--- config.mk ---
export PLATFORM = sky130hd
export DESIGN_NAME = wild_encounter_ctrl
export DESIGN_NICKNAME = d
export VERILOG_FILES = /design/src/rtl/wild_encounter_ctrl.sv
export SDC_FILE = /design/constraint.sdc
export NUM_CORES = 1
export LEC_CHECK = 0
export CAP_MARGIN = 10
export CORE_MARGIN = 2
export CORE_UTILIZATION = 29
export CTS_CLUSTER_SIZE = 25
export DETAILED_ROUTE_END_ITERATION = 12
export SETUP_SLACK_MARGIN = 0.2
export SYNTH_ARGS = -nofsm -noshare
export SYNTH_HDL_FRONTEND = slang
export SYNTH_SLANG_ARGS = --single-unit
--- constraint.sdc ---
create_clock -name frameClk -period 2.1 [get_ports frameClk]
set_input_delay 0.21 -clock frameClk [delete_from_list [all_inputs] [get_ports frameClk]]
set_output_delay 0.21 -clock frameClk [all_outputs]
set_load 0.01 [all_outputs]
--- src/rtl/wild_encounter_ctrl.sv ---
// Wild encounter controller: rolls an 8-bit Galois LFSR on grass steps,
// latches the opponent, runs the screen-flash transition, holds the battle
// and applies a grass-step cooldown before encounters re-arm.
module wild_encounter_ctrl #(
    parameter logic [8:0] ENC_THRESH     = 9'd40,
    parameter int         FLASH_FRAMES   = 60,
    parameter int         COOLDOWN_STEPS = 3,
    parameter logic [7:0] LFSR_SEED      = 8'hA5
) (
    input  logic       frameClk,
    input  logic       Reset,
    input  logic [1:0] curr_map,
    input  logic       step,
    input  logic       in_grass,
    input  logic [4:0] wild_ID,
    input  logic       battle_done,
    output logic       fight_on,
    output logic [4:0] enemy_ID,
    output logic       transition_active,
    output logic       flash_on,
    output logic [7:0] encounter_count,
    output logic [1:0] state_dbg,
    output logic [7:0] lfsr_dbg
);

    typedef enum logic [1:0] {
        ROAM     = 2'd0,
        FLASH    = 2'd1,
        BATTLE   = 2'd2,
        COOLDOWN = 2'd3
    } state_t;

    localparam logic [7:0] FLASH_LAST = 8'(FLASH_FRAMES - 1);
    localparam logic [3:0] CD_INIT    = 4'(COOLDOWN_STEPS);

    state_t     state, state_d;
    logic [7:0] lfsr, lfsr_nxt;
    logic [7:0] flash_cnt, flash_cnt_d;
    logic [3:0] cd_cnt, cd_cnt_d;
    logic       hit;
    logic       grass_step;
    logic       roll_hit;
    logic       fight_d, trans_d, flash_d;

    // The map is not used for gating; any map permits encounters.
    logic map_unused;
    assign map_unused = ^curr_map;

    assign grass_step = step & in_grass;
    assign roll_hit   = ({1'b0, lfsr} < ENC_THRESH);
    assign lfsr_nxt   = {1'b0, lfsr[7:1]} ^ (lfsr[0] ? 8'hB8 : 8'h00);

    assign state_dbg  = state;
    assign lfsr_dbg   = lfsr;

    // State register plus datapath registers; outputs are registered from next-state values.
    always_ff @(posedge frameClk) begin
        if (Reset) begin
            state             <= ROAM;
            lfsr              <= LFSR_SEED;
            flash_cnt         <= 8'd0;
            cd_cnt            <= 4'd0;
            fight_on          <= 1'b0;
            enemy_ID          <= 5'b00000;
            transition_active <= 1'b0;
            flash_on          <= 1'b0;
            encounter_count   <= 8'd0;
        end else begin
            state             <= state_d;
            lfsr              <= lfsr_nxt;
            flash_cnt         <= flash_cnt_d;
            cd_cnt            <= cd_cnt_d;
            fight_on          <= fight_d;
            transition_active <= trans_d;
            flash_on          <= flash_d;
            if (hit) begin
                enemy_ID <= wild_ID;
                if (encounter_count != 8'hFF) begin
                    encounter_count <= encounter_count + 8'd1;
                end
            end
        end
    end

    // Next-state logic: roll in ROAM, count frames in FLASH, wait for battle end, count down grass steps.
    always_comb begin
        state_d     = state;
        flash_cnt_d = flash_cnt;
        cd_cnt_d    = cd_cnt;
        hit         = 1'b0;
        case (state)
            ROAM: begin
                if (grass_step && roll_hit) begin
                    hit         = 1'b1;
                    flash_cnt_d = 8'd0;
                    state_d     = FLASH;
                end
            end
            FLASH: begin
                if (flash_cnt == FLASH_LAST) begin
                    flash_cnt_d = 8'd0;
                    state_d     = BATTLE;
                end else begin
                    flash_cnt_d = flash_cnt + 8'd1;
                end
            end
            BATTLE: begin
                // battle_done wins over a simultaneous step; that step is not counted.
                if (battle_done) begin
                    if (CD_INIT == 4'd0) begin
                        state_d = ROAM;
                    end else begin
                        cd_cnt_d = CD_INIT;
                        state_d  = COOLDOWN;
                    end
                end
            end
            COOLDOWN: begin
                // The step that finishes the cooldown only re-arms; it never rolls.
                if (grass_step) begin
                    if (cd_cnt <= 4'd1) begin
                        cd_cnt_d = 4'd0;
                        state_d  = ROAM;
                    end else begin
                        cd_cnt_d = cd_cnt - 4'd1;
                    end
                end
            end
            default: state_d = ROAM;
        endcase
    end

    // Output decode from the upcoming state so the registered outputs line up with it.
    always_comb begin
        fight_d = (state_d == BATTLE);
        trans_d = (state_d == FLASH);
        flash_d = trans_d & flash_cnt_d[3];
    end

endmodule

==> results of run 1 <==
-- layout make-up --
class,instances,area (um^2)
flip-flops and latches,38,761
fillers,598,3670
repair buffers,42,403
clock inverters,1,5.00
clock buffers,7,86.3
multi-input cells,146,946
well taps,75,93.8
inverters,8,30.0
-- where the power goes --
part	leakage [nW]	switching, mW	internal (mW)
sequential	0.309	0.0185	0.737
clock	0.0482	0.247	0.265
combinational	0.430	0.0519	0.0688
-- metal layers --
layer,vias to the layer above,track usage
met4,0,0.0417
met5,-,0
met1,734,0.156
li1,819,-
met3,4,0.0368
met2,33,0.185
-- cells by family after synthesis --
| logic type | Yosys count | share of synthesized area |
|---|---|---|
| AOI/OAI and AO/OA | 52 | 0.200 |
| xor gates and xnor gates | 3 | 0.0144 |
| adders and majority gates | 4 | 0.0275 |
| buffers and inverters | 23 | 0.0638 |
| DFF | 38 | 0.417 |
| muxes | 1 | 0.00618 |
| and+or+nand+nor | 86 | 0.271 |
-- registers in the layout, indices dropped and copies added (netlist names) --
register           count
flash_on               1
transition_active      1
enemy_ID               5
state_dbg              2
fight_on               1
flash_cnt              8
cd_cnt                 4
lfsr_dbg               8
encounter_count        8
-- cell usage after synthesis (2+ instances only) --
| library cell | n |
|---|---|
| and3_1 | 5 |
| nand4_1 | 3 |
| buf_2 | 2 |
| inv_1 | 8 |
| o21ai_0 | 5 |
| nand2_1 | 16 |
| a311oi_1 | 2 |
| dfxtp_1 | 38 |
| nor2b_1 | 4 |
| or2_2 | 3 |
| a2bb2oi_1 | 2 |
| nor2_1 | 14 |
| o21a_1 | 3 |
| nand3_1 | 7 |
| or3_1 | 5 |
| clkbuf_1 | 6 |
| o31ai_1 | 3 |
| a211oi_1 | 3 |
| o221ai_1 | 2 |
| buf_4 | 5 |
| nor4_1 | 2 |
| xnor2_1 | 3 |
| o41ai_1 | 2 |
| and4_1 | 3 |
| a21oi_1 | 19 |
| ha_1 | 4 |
| nor3_1 | 5 |
| nand2b_1 | 5 |
| or4_1 | 7 |
-- metrics by stage --
step / hold WS, ns / cells / setup slack (ns) / cell area, um^2
6_report: 0.451 / 317 / 0.354 / 2320
5_1_grt: 0.475 / 317 / 0.260 / 2320
4_1_cts: 0.453 / 317 / 0.343 / 2320
3_5_place_dp: 0.428 / 309 / 0.161 / 2230
3_3_place_gp: 0.430 / 309 / 0.200 / 2230
2_1_floorplan: 0.346 / 207 / 0.495 / 1820
-- worst max-delay path: stages, from the launching register on --
cell and delay (ns):
dfxtp_1 0.50, buf_4 0.21, clkdlybuf4s50_1 0.54
-- worst min path at each step --
stage	startpoint	endpoint	slack (ns)	depth (start not counted)
final	lfsr_dbg[1]	lfsr_dbg[0]	0.45	1
after global routing	enemy_ID[4]	enemy_ID[4]	0.48	2
after CTS	lfsr_dbg[1]	lfsr_dbg[0]	0.45	1
after floorplan	wild_ID[0]	enemy_ID[0]	0.35	2
after global placement	lfsr_dbg[1]	lfsr_dbg[0]	0.43	1
after detailed placement	lfsr_dbg[1]	lfsr_dbg[0]	0.43	1
==> out/results.tsv, run 1 <==
stage	metric	value	unit
synth	Mapped Nets	223	
detailed_routing	WL met2	1.77	mm
clocking	cts repair resizes	0	
synth	predominant post-synthesis flop cell	dfxtp_1	
finish	Synth-to-Final Area Change	27.5	%
run	max_cap viols	0	
sta	Final Max Tran Viols	0	
floorplan	io pins	38	
floorplan	Core Region	5990	um^2
grt	largest net degree at the start of global routing	17	
floorplan	num rows	28	
grt	vias in the first global route	1470	
synth	leading area contributor after synthesis	dfxtp_1	
floorplan	starting density of the core	0.304	
synth	Seq/Total Area, Yosys	0.417	
sta	final setup vio count	0	
clocking	Hold Buf Count CTS	0	
synth	Post-Syn Area	1820	um^2
finish	most frequent cells in the layout	38 x dfxtp_1, 35 x clkdlybuf4s50_1, 19 x a21oi_1, 16 x nand2_1, 14 x nor2_1	
clocking	clock tree root buffer cell	clkbuf_8	
power_and_ir_drop	Leakage Power	0.787	nW
synth	Synth Area per Inst	8.81	um^2
grt	initial antenna violation count	0	
clocking	# Post-CTS Setup Buffers	0	
finish	commonest non-fill, non-tap cell in the layout	dfxtp_1	
clocking	clock buffer count from CTS	5	
sta	Final Critical Period	1.75	ns
synth	FF+latch count, synth	38	
synth	Post-synth EDFFs	0	
detailed_routing	DRT iter0 DRCs	97	
detailed_routing	WL/cell	12.8	um
setup_path	internal reg-to-reg setup slack	0.43	ns
floorplan	Die Ht	83.3	um
detailed_routing	Final Routed Wirelength	4.04	mm
finish	Antenna diodes	0	
clocking	Clock Path Buffers	2	
setup_path	Max FO, Critical Path	10	
placed_design	port bufs	35	
floorplan	DIE WIDTH	83.3	um
placed_design	HPWL Detailed	2.88	mm
detailed_routing	Metal-1 WL	2.05	mm
setup_path	WS Path Type	reg2out	
finish	fin util	0.388	
sta	Worst-Margin Slew	0.522	ns
synth	YS warnings	0	
synth	Synth cell types	50	
detailed_routing	top layer in use	met4	
power_and_ir_drop	Power Dens Cells	597	nW/um^2
placed_design	routability congestion estimate	0.829	
synth	Synth area leaders	dfxtp_1 42%, a21oi_1 5.2%, nand2_1 3.3%	
clocking	H-tree depth	2	
setup_path	Required @ worst endpoint	1.89	ns
sta	relative slew slack	0.648	
sta	Peak Freq	0.573	GHz
sta	setup TNS	0	ns
setup_path	worst setup path startpoint	state_dbg[0]	
synth	Post-Syn Instances	207	
status	status	finished, final reports clean	
grt	first-pass GRT wire length	6.84	mm
setup_path	reg2reg start	state_dbg[0]	
clocking	Clock transition at path regs	0.07	ns
setup_path	CP Data Arrival Time	1.54	ns
power_and_ir_drop	Peak VDD IR	415	uV
setup_path	R2R depth	4	
grt	GRT Residual Overflow	0	
sta	RSZ-0062 raised after global routing	no	
setup_path	crit path to	state_dbg[0]	
synth	FFs w/ async S/R, synth	0	
sta	final worst-path cycle share	0.831	
clocking	Clock Latency Late Sink	0.29	ns
sta	Fin. Hold Viols	0	
grt	all-layer global routing usage	0.119	
min_path	worst hold path type	reg2reg	
floorplan	total die area	6940	um^2
finish	share of layout cells above drive strength 1	0.0992	
power_and_ir_drop	Design Power	1.39	mW
detailed_routing	DR vias	1590	
clocking	clock tree from TritonCTS	built	
synth	area share of the largest cell type after synthesis	0.417	
sta	clock skew	0.00299	ns
clocking	CTS Sinks	38	
setup_path	CP Launch Type	flip-flop	
finish	nets@finish	257	
setup_path	reg-to-reg endpoint	flash_cnt[5]	
detailed_routing	routed wl met3	176	um
detailed_routing	Vias/cell	5.02	
detailed_routing	# DRC	0	
setup_path	CP Capture Type	output pin	
detailed_routing	post-route ant nets	0	
detailed_routing	DRT Pass-1 Iters	4	
No activity file was read; power rests on OpenSTA's default activity.
==> run 2: changes to the inputs <==
- clock period: 2.1 -> 1.67 ns (I/O delays scaled with it)
==> out/results.tsv, run 2 (synthesized netlist as in run 1, its figures left out) <==
stage	metric	value	unit
power_and_ir_drop	combinational fraction of design power	0.094	
sta	final setup margin	0.120	ns
sta	Worst-Margin Slew	0.391	ns
sta	clock skew	0.00608	ns
finish	fillcell total	562	
finish	Reg area	786	um^2
detailed_routing	post-route ant nets	0	
placed_design	Area after DPL	2330	um^2
grt	initial antenna violation count	0	
setup_path	CP Data Arrival Time	1.78	ns
status	status	finished, final reports clean	
sta	Fin. Hold Viols	0	
power_and_ir_drop	Reg power frac	0.505	
setup_path	most used cell, CP	buf_6	
power_and_ir_drop	Leakage Power	0.961	nW
setup_path	Max FO, Critical Path	6	
setup_path	reg-to-reg endpoint	encounter_count[2]	
finish	most frequent cells in the layout	34 x clkdlybuf4s50_1, 26 x buf_4, 22 x dfxtp_1, 17 x a21oi_1	
setup_path	CP Launch Type	flip-flop	
floorplan	Die Ht	83.3	um
clocking	Clock Path Buffers	2	
finish	nets@finish	284	
grt	all-layer global routing usage	0.127	
sta	RSZ-0062 raised after global routing	yes	
grt	GR Util met3	0.0358	
clocking	clock buffer count from CTS	5	
power_and_ir_drop	Peak VDD IR	493	uV
floorplan	num rows	28	
placed_design	routability congestion estimate	0.831	
clocking	Clock Latency Late Sink	0.29	ns
power_and_ir_drop	Sw Pwr	0.405	mW
sta	Peak Freq	0.645	GHz
detailed_routing	DRT Pass-1 Iters	4	
finish	Synth-to-Final Area Change	48.8	%
detailed_routing	WL/cell	13.1	um
detailed_routing	DRT iter0 DRCs	115	
finish	Antenna diodes	0	
sta	final setup vio count	0	
floorplan	DIE WIDTH	83.3	um
grt	met1 Usage GRT	0.157	
finish	fin util	0.453	
finish	share of layout cells above drive strength 1	0.323	
sta	Final Critical Period	1.55	ns
min_path	Hold Path Depth	3	
grt	largest net degree at the start of global routing	17	
setup_path	reg2reg start	lfsr_dbg[7]	
detailed_routing	Vias/cell	5.03	
detailed_routing	Final Routed Wirelength	4.51	mm
floorplan	io pins	38	
min_path	worst hold path type	in2reg	
grt	Top Usage Layer GRT	met2	
clocking	clock tree root buffer cell	clkbuf_8	
setup_path	internal reg-to-reg setup slack	0.12	ns
clocking	CTS Sinks	38	
setup_path	Required @ worst endpoint	1.90	ns
clocking	H-tree depth	2	
sta	setup TNS	0	ns
min_path	hold path start	wild_ID[3]	
setup_path	CP Cell Sequence	and4bb_4, nand3_4, buf_6, buf_6, or3_4, a21oi_2	
power_and_ir_drop	sw frac	0.216	
sta	final worst-path cycle share	0.928	
grt	GRT Residual Overflow	0	
min_path	Hold Path End	enemy_ID[3]	
sta	Final Max Tran Viols	0	
floorplan	Core Region	5990	um^2
finish	commonest non-fill, non-tap cell in the layout	clkdlybuf4s50_1	
detailed_routing	# DRC	0	
setup_path	WS Path Type	reg2reg	
power_and_ir_drop	share of power burned in the clock network	0.401	
sta	relative slew slack	0.738	
floorplan	total die area	6940	um^2
run	max_cap viols	0	
power_and_ir_drop	Power Dens Cells	693	nW/um^2
placed_design	HPWL Detailed	2.93	mm
power_and_ir_drop	Design Power	1.88	mW
placed_design	port bufs	35	
setup_path	CP Capture Type	flip-flop	
grt	first-pass GRT wire length	7.18	mm
clocking	Clock transition at path regs	0.07	ns
power_and_ir_drop	internal power	1.48	mW
finish	Finished Cell Area	2710	um^2
placed_design	Place WS	-0.156	ns
setup_path	Slowest-stage cell, CP	and4bb_4	
setup_path	slowest stage delay, CP	0.37	ns
finish	Multi-input gate area	1060	um^2
grt	vias in the first global route	1600	
clocking	clock tree from TritonCTS	built	
floorplan	starting density of the core	0.304	
setup_path	R2R depth	6	
grt	grt met2 use	0.205	
detailed_routing	DR vias	1730	
clocking	Hold Buf Count CTS	0	
[run 2: worst max path at each step]
stage / to / from / cells after the start
4_1_cts: encounter_count[2] / lfsr_dbg[6] / 6
5_1_grt: encounter_count[2] / lfsr_dbg[7] / 6
3_3_place_gp: encounter_count[4] / step / 5
2_1_floorplan: encounter_count[7] / lfsr_dbg[6] / 5
3_5_place_dp: encounter_count[4] / step / 5
6_report: encounter_count[2] / lfsr_dbg[7] / 6
[run 2: metrics by stage]
| stage | instances | hold WS, ns |
|---|---|---|
| after floorplan | 207 | 0.303 |
| after global placement | 321 | 0.427 |
| after detailed placement | 321 | 0.429 |
| after CTS | 342 | 0.418 |
| after global routing | 344 | 0.447 |
| final | 344 | 0.427 |
[run 2: worst max-delay path, delay by kind of cell (launching register included)]
family,cells,cell delay (ns)
AND/OR/NAND/NOR,3,0.80
buffers and inverters,2,0.26
AO/OA/AOI/OAI,1,0.11
flip-flops,1,0.32
[run 2: routing by layer]
layer,vias to the layer above,wire [um]
li1,878,-
met1,812,2110
met2,35,2130
met3,5,202
met4,0,59
met5,-,0
[run 2: area by class of cell]
type | instances | share of cell area
clock buffers | 7 | 0.0281
well taps | 75 | 0.0346
multi-input cells | 146 | 0.392
inverters | 8 | 0.0111
clock inverters | 1 | 0.0111
repair buffers | 69 | 0.234
flip-flops and latches | 38 | 0.290
[run 2: what timing repair did]
| action | in CTS | in global routing |
|---|---|---|
| resized for setup | 31 | 20 |
| setup endpoints to repair | 21 | 30 |
| buffers inserted | 13 | 2 |
| pin swaps | 16 | 10 |
[run 2: power groups by stage]
stage | clock network, mW | registers, mW | logic [mW]
after floorplan | 0 | 0.972 | 0.0861
after global placement | 0 | 0.972 | 0.160
after detailed placement | 0 | 0.972 | 0.161
after CTS | 0.784 | 0.953 | 0.173
after global routing | 0.824 | 0.951 | 0.192
final | 0.755 | 0.949 | 0.177
==> run 3: changes to the inputs <==
- REMOVE_ABC_BUFFERS: default -> 1
==> out/results.tsv, run 3 (synthesized netlist as in run 1, its figures left out) <==
stage	metric	value	unit
clocking	clock buffer count from CTS	5	
detailed_routing	Final Routed Wirelength	4.50	mm
detailed_routing	DR vias	1733	
grt	all-layer global routing usage	0.128	
floorplan	Die Ht	83.3	um
min_path	worst hold path type	in2reg	
finish	nets@finish	274	
run	max_cap viols	0	
grt	first-pass GRT wire length	7.49	mm
clocking	clock tree from TritonCTS	built	
setup_path	WS Path Type	reg2reg	
clocking	clock tree root buffer cell	clkbuf_8	
status	status	finished, final reports clean	
sta	Final Max Tran Viols	0	
floorplan	num rows	28	
sta	final setup vio count	0	
placed_design	port bufs	35	
setup_path	CP Launch Type	flip-flop	
sta	RSZ-0062 raised after global routing	yes	
grt	GRT Residual Overflow	0	
setup_path	CP Data Arrival Time	1.78	ns
setup_path	CP Cell Sequence	and4bb_4, nand3_2, o41ai_1, a21oi_1	
sta	Final Critical Period	1.61	ns
setup_path	CP Capture Type	flip-flop	
grt	largest net degree at the start of global routing	24	
floorplan	starting density of the core	0.304	
floorplan	Core Region	5990	um^2
sta	Worst-Margin Slew	0.431	ns
floorplan	total die area	6940	um^2
detailed_routing	DRT iter0 DRCs	95	
power_and_ir_drop	Leakage Power	0.998	nW
sta	final worst-path cycle share	0.962	
detailed_routing	post-route ant nets	0	
grt	GR Util met3	0.0338	
clocking	CTS Sinks	38	
placed_design	routability congestion estimate	0.878	
sta	relative slew slack	0.711	
grt	initial antenna violation count	0	
sta	setup TNS	0	ns
setup_path	slowest stage delay, CP	0.46	ns
floorplan	DIE WIDTH	83.3	um
grt	grt met2 use	0.208	
setup_path	Max FO, Critical Path	6	
power_and_ir_drop	Power Dens Cells	792	nW/um^2
clocking	H-tree depth	2	
finish	most frequent cells in the layout	29 x clkdlybuf4s50_1, 25 x dfxtp_1, 21 x buf_4, 17 x a21oi_1, 16 x nand2_1	
power_and_ir_drop	Peak VDD IR	338	uV
detailed_routing	WL/cell	13.5	um
setup_path	Slowest-stage cell, CP	o41ai_1	
sta	clock skew	0.00682	ns
floorplan	io pins	38	
clocking	Clock transition at path regs	0.08	ns
finish	fillcell total	604	
finish	Synth-to-Final Area Change	46.3	%
detailed_routing	Vias/cell	5.19	
grt	vias in the first global route	1661	
sta	Min Hold Slack	0.431	ns
finish	Antenna diodes	0	
setup_path	Required @ worst endpoint	1.84	ns
sta	Fin. Hold Viols	0	
finish	share of layout cells above drive strength 1	0.297	
clocking	Clock Latency Late Sink	0.30	ns
detailed_routing	DRT Pass-1 Iters	4	
grt	met1 Usage GRT	0.163	
detailed_routing	# DRC	0	
grt	Top Usage Layer GRT	met2	
placed_design	HPWL Detailed	2.93	mm
clocking	Clock Path Buffers	2	
sta	Peak Freq	0.623	GHz
finish	commonest non-fill, non-tap cell in the layout	clkdlybuf4s50_1	
==> run 3: layout make-up <==
cell class                 instances  area [um^2]  share of cell area
multi-input combinational        147         1070               0.402
tap                               75         93.8              0.0352
clock inverter                     2         60.1              0.0225
clock buffer                       6         82.6              0.0310
timing repair buffer              58          547               0.205
inverter                           8         30.0              0.0113
sequential                        38          782               0.293
==> run 3: per-stage QoR <==
| stage | cell area [um^2] | setup WS [ns] | util | std cells | total power, mW |
|---|---|---|---|---|---|
| 5_1_grt | 2670 | -0.0167 | 0.445 | 334 | 2.20 |
| 4_1_cts | 2550 | 0.109 | 0.425 | 334 | 2.13 |
| 2_1_floorplan | 1740 | 0.0507 | - | 192 | 1.03 |
| 6_report | 2670 | 0.0642 | 0.445 | 334 | 2.11 |
| 3_3_place_gp | 2360 | -0.133 | 0.394 | 324 | 1.14 |
| 3_5_place_dp | 2360 | -0.159 | 0.394 | 324 | 1.14 |
==> run 3: metal layers <==
| layer | up-vias | share of wire |
|---|---|---|
| met2 | 50 | 0.46 |
| met4 | 0 | 0.013 |
| met5 | - | 0 |
| met3 | 7 | 0.044 |
| met1 | 818 | 0.48 |
| li1 | 858 | - |
==> run 3: repair_timing <==
action | CTS | global route
gates resized for setup | 16 | 34
pin swaps | 13 | 9
buffers inserted | 1 | 0
endpoints found under the setup margin | 24 | 27
gates cloned | 1 | 0
hold buffers | 0 | 0
==> run 3: power breakdown <==
| part | switching (mW) | total, mW | internal [mW] |
|---|---|---|---|
| Clock | 0.348 | 0.985 | 0.638 |
| Combinational | 0.0783 | 0.179 | 0.101 |
| Sequential | 0.0225 | 0.948 | 0.926 |
| Total | 0.449 | 2.11 | 1.66 |
==> run 3: path summary, 6_finish.rpt <==
| check | start | to | slack, ns | depth (start not counted) |
|---|---|---|---|---|
| worst min register to register | enemy_ID[2] | enemy_ID[2] | 0.45 | 2 |
| worst min-delay path | wild_ID[1] | enemy_ID[1] | 0.43 | 3 |
| worst max-delay path | lfsr_dbg[6] | encounter_count[5] | 0.06 | 4 |
| worst max register to register | lfsr_dbg[6] | encounter_count[5] | 0.06 | 4 |
==> run 3: critical path, delay by kind of cell, from the launching register on <==
family,cells,cell delay [ns]
AO/OA/AOI/OAI,2,0.58
AND/OR/NAND/NOR,2,0.57
flip-flops,1,0.34
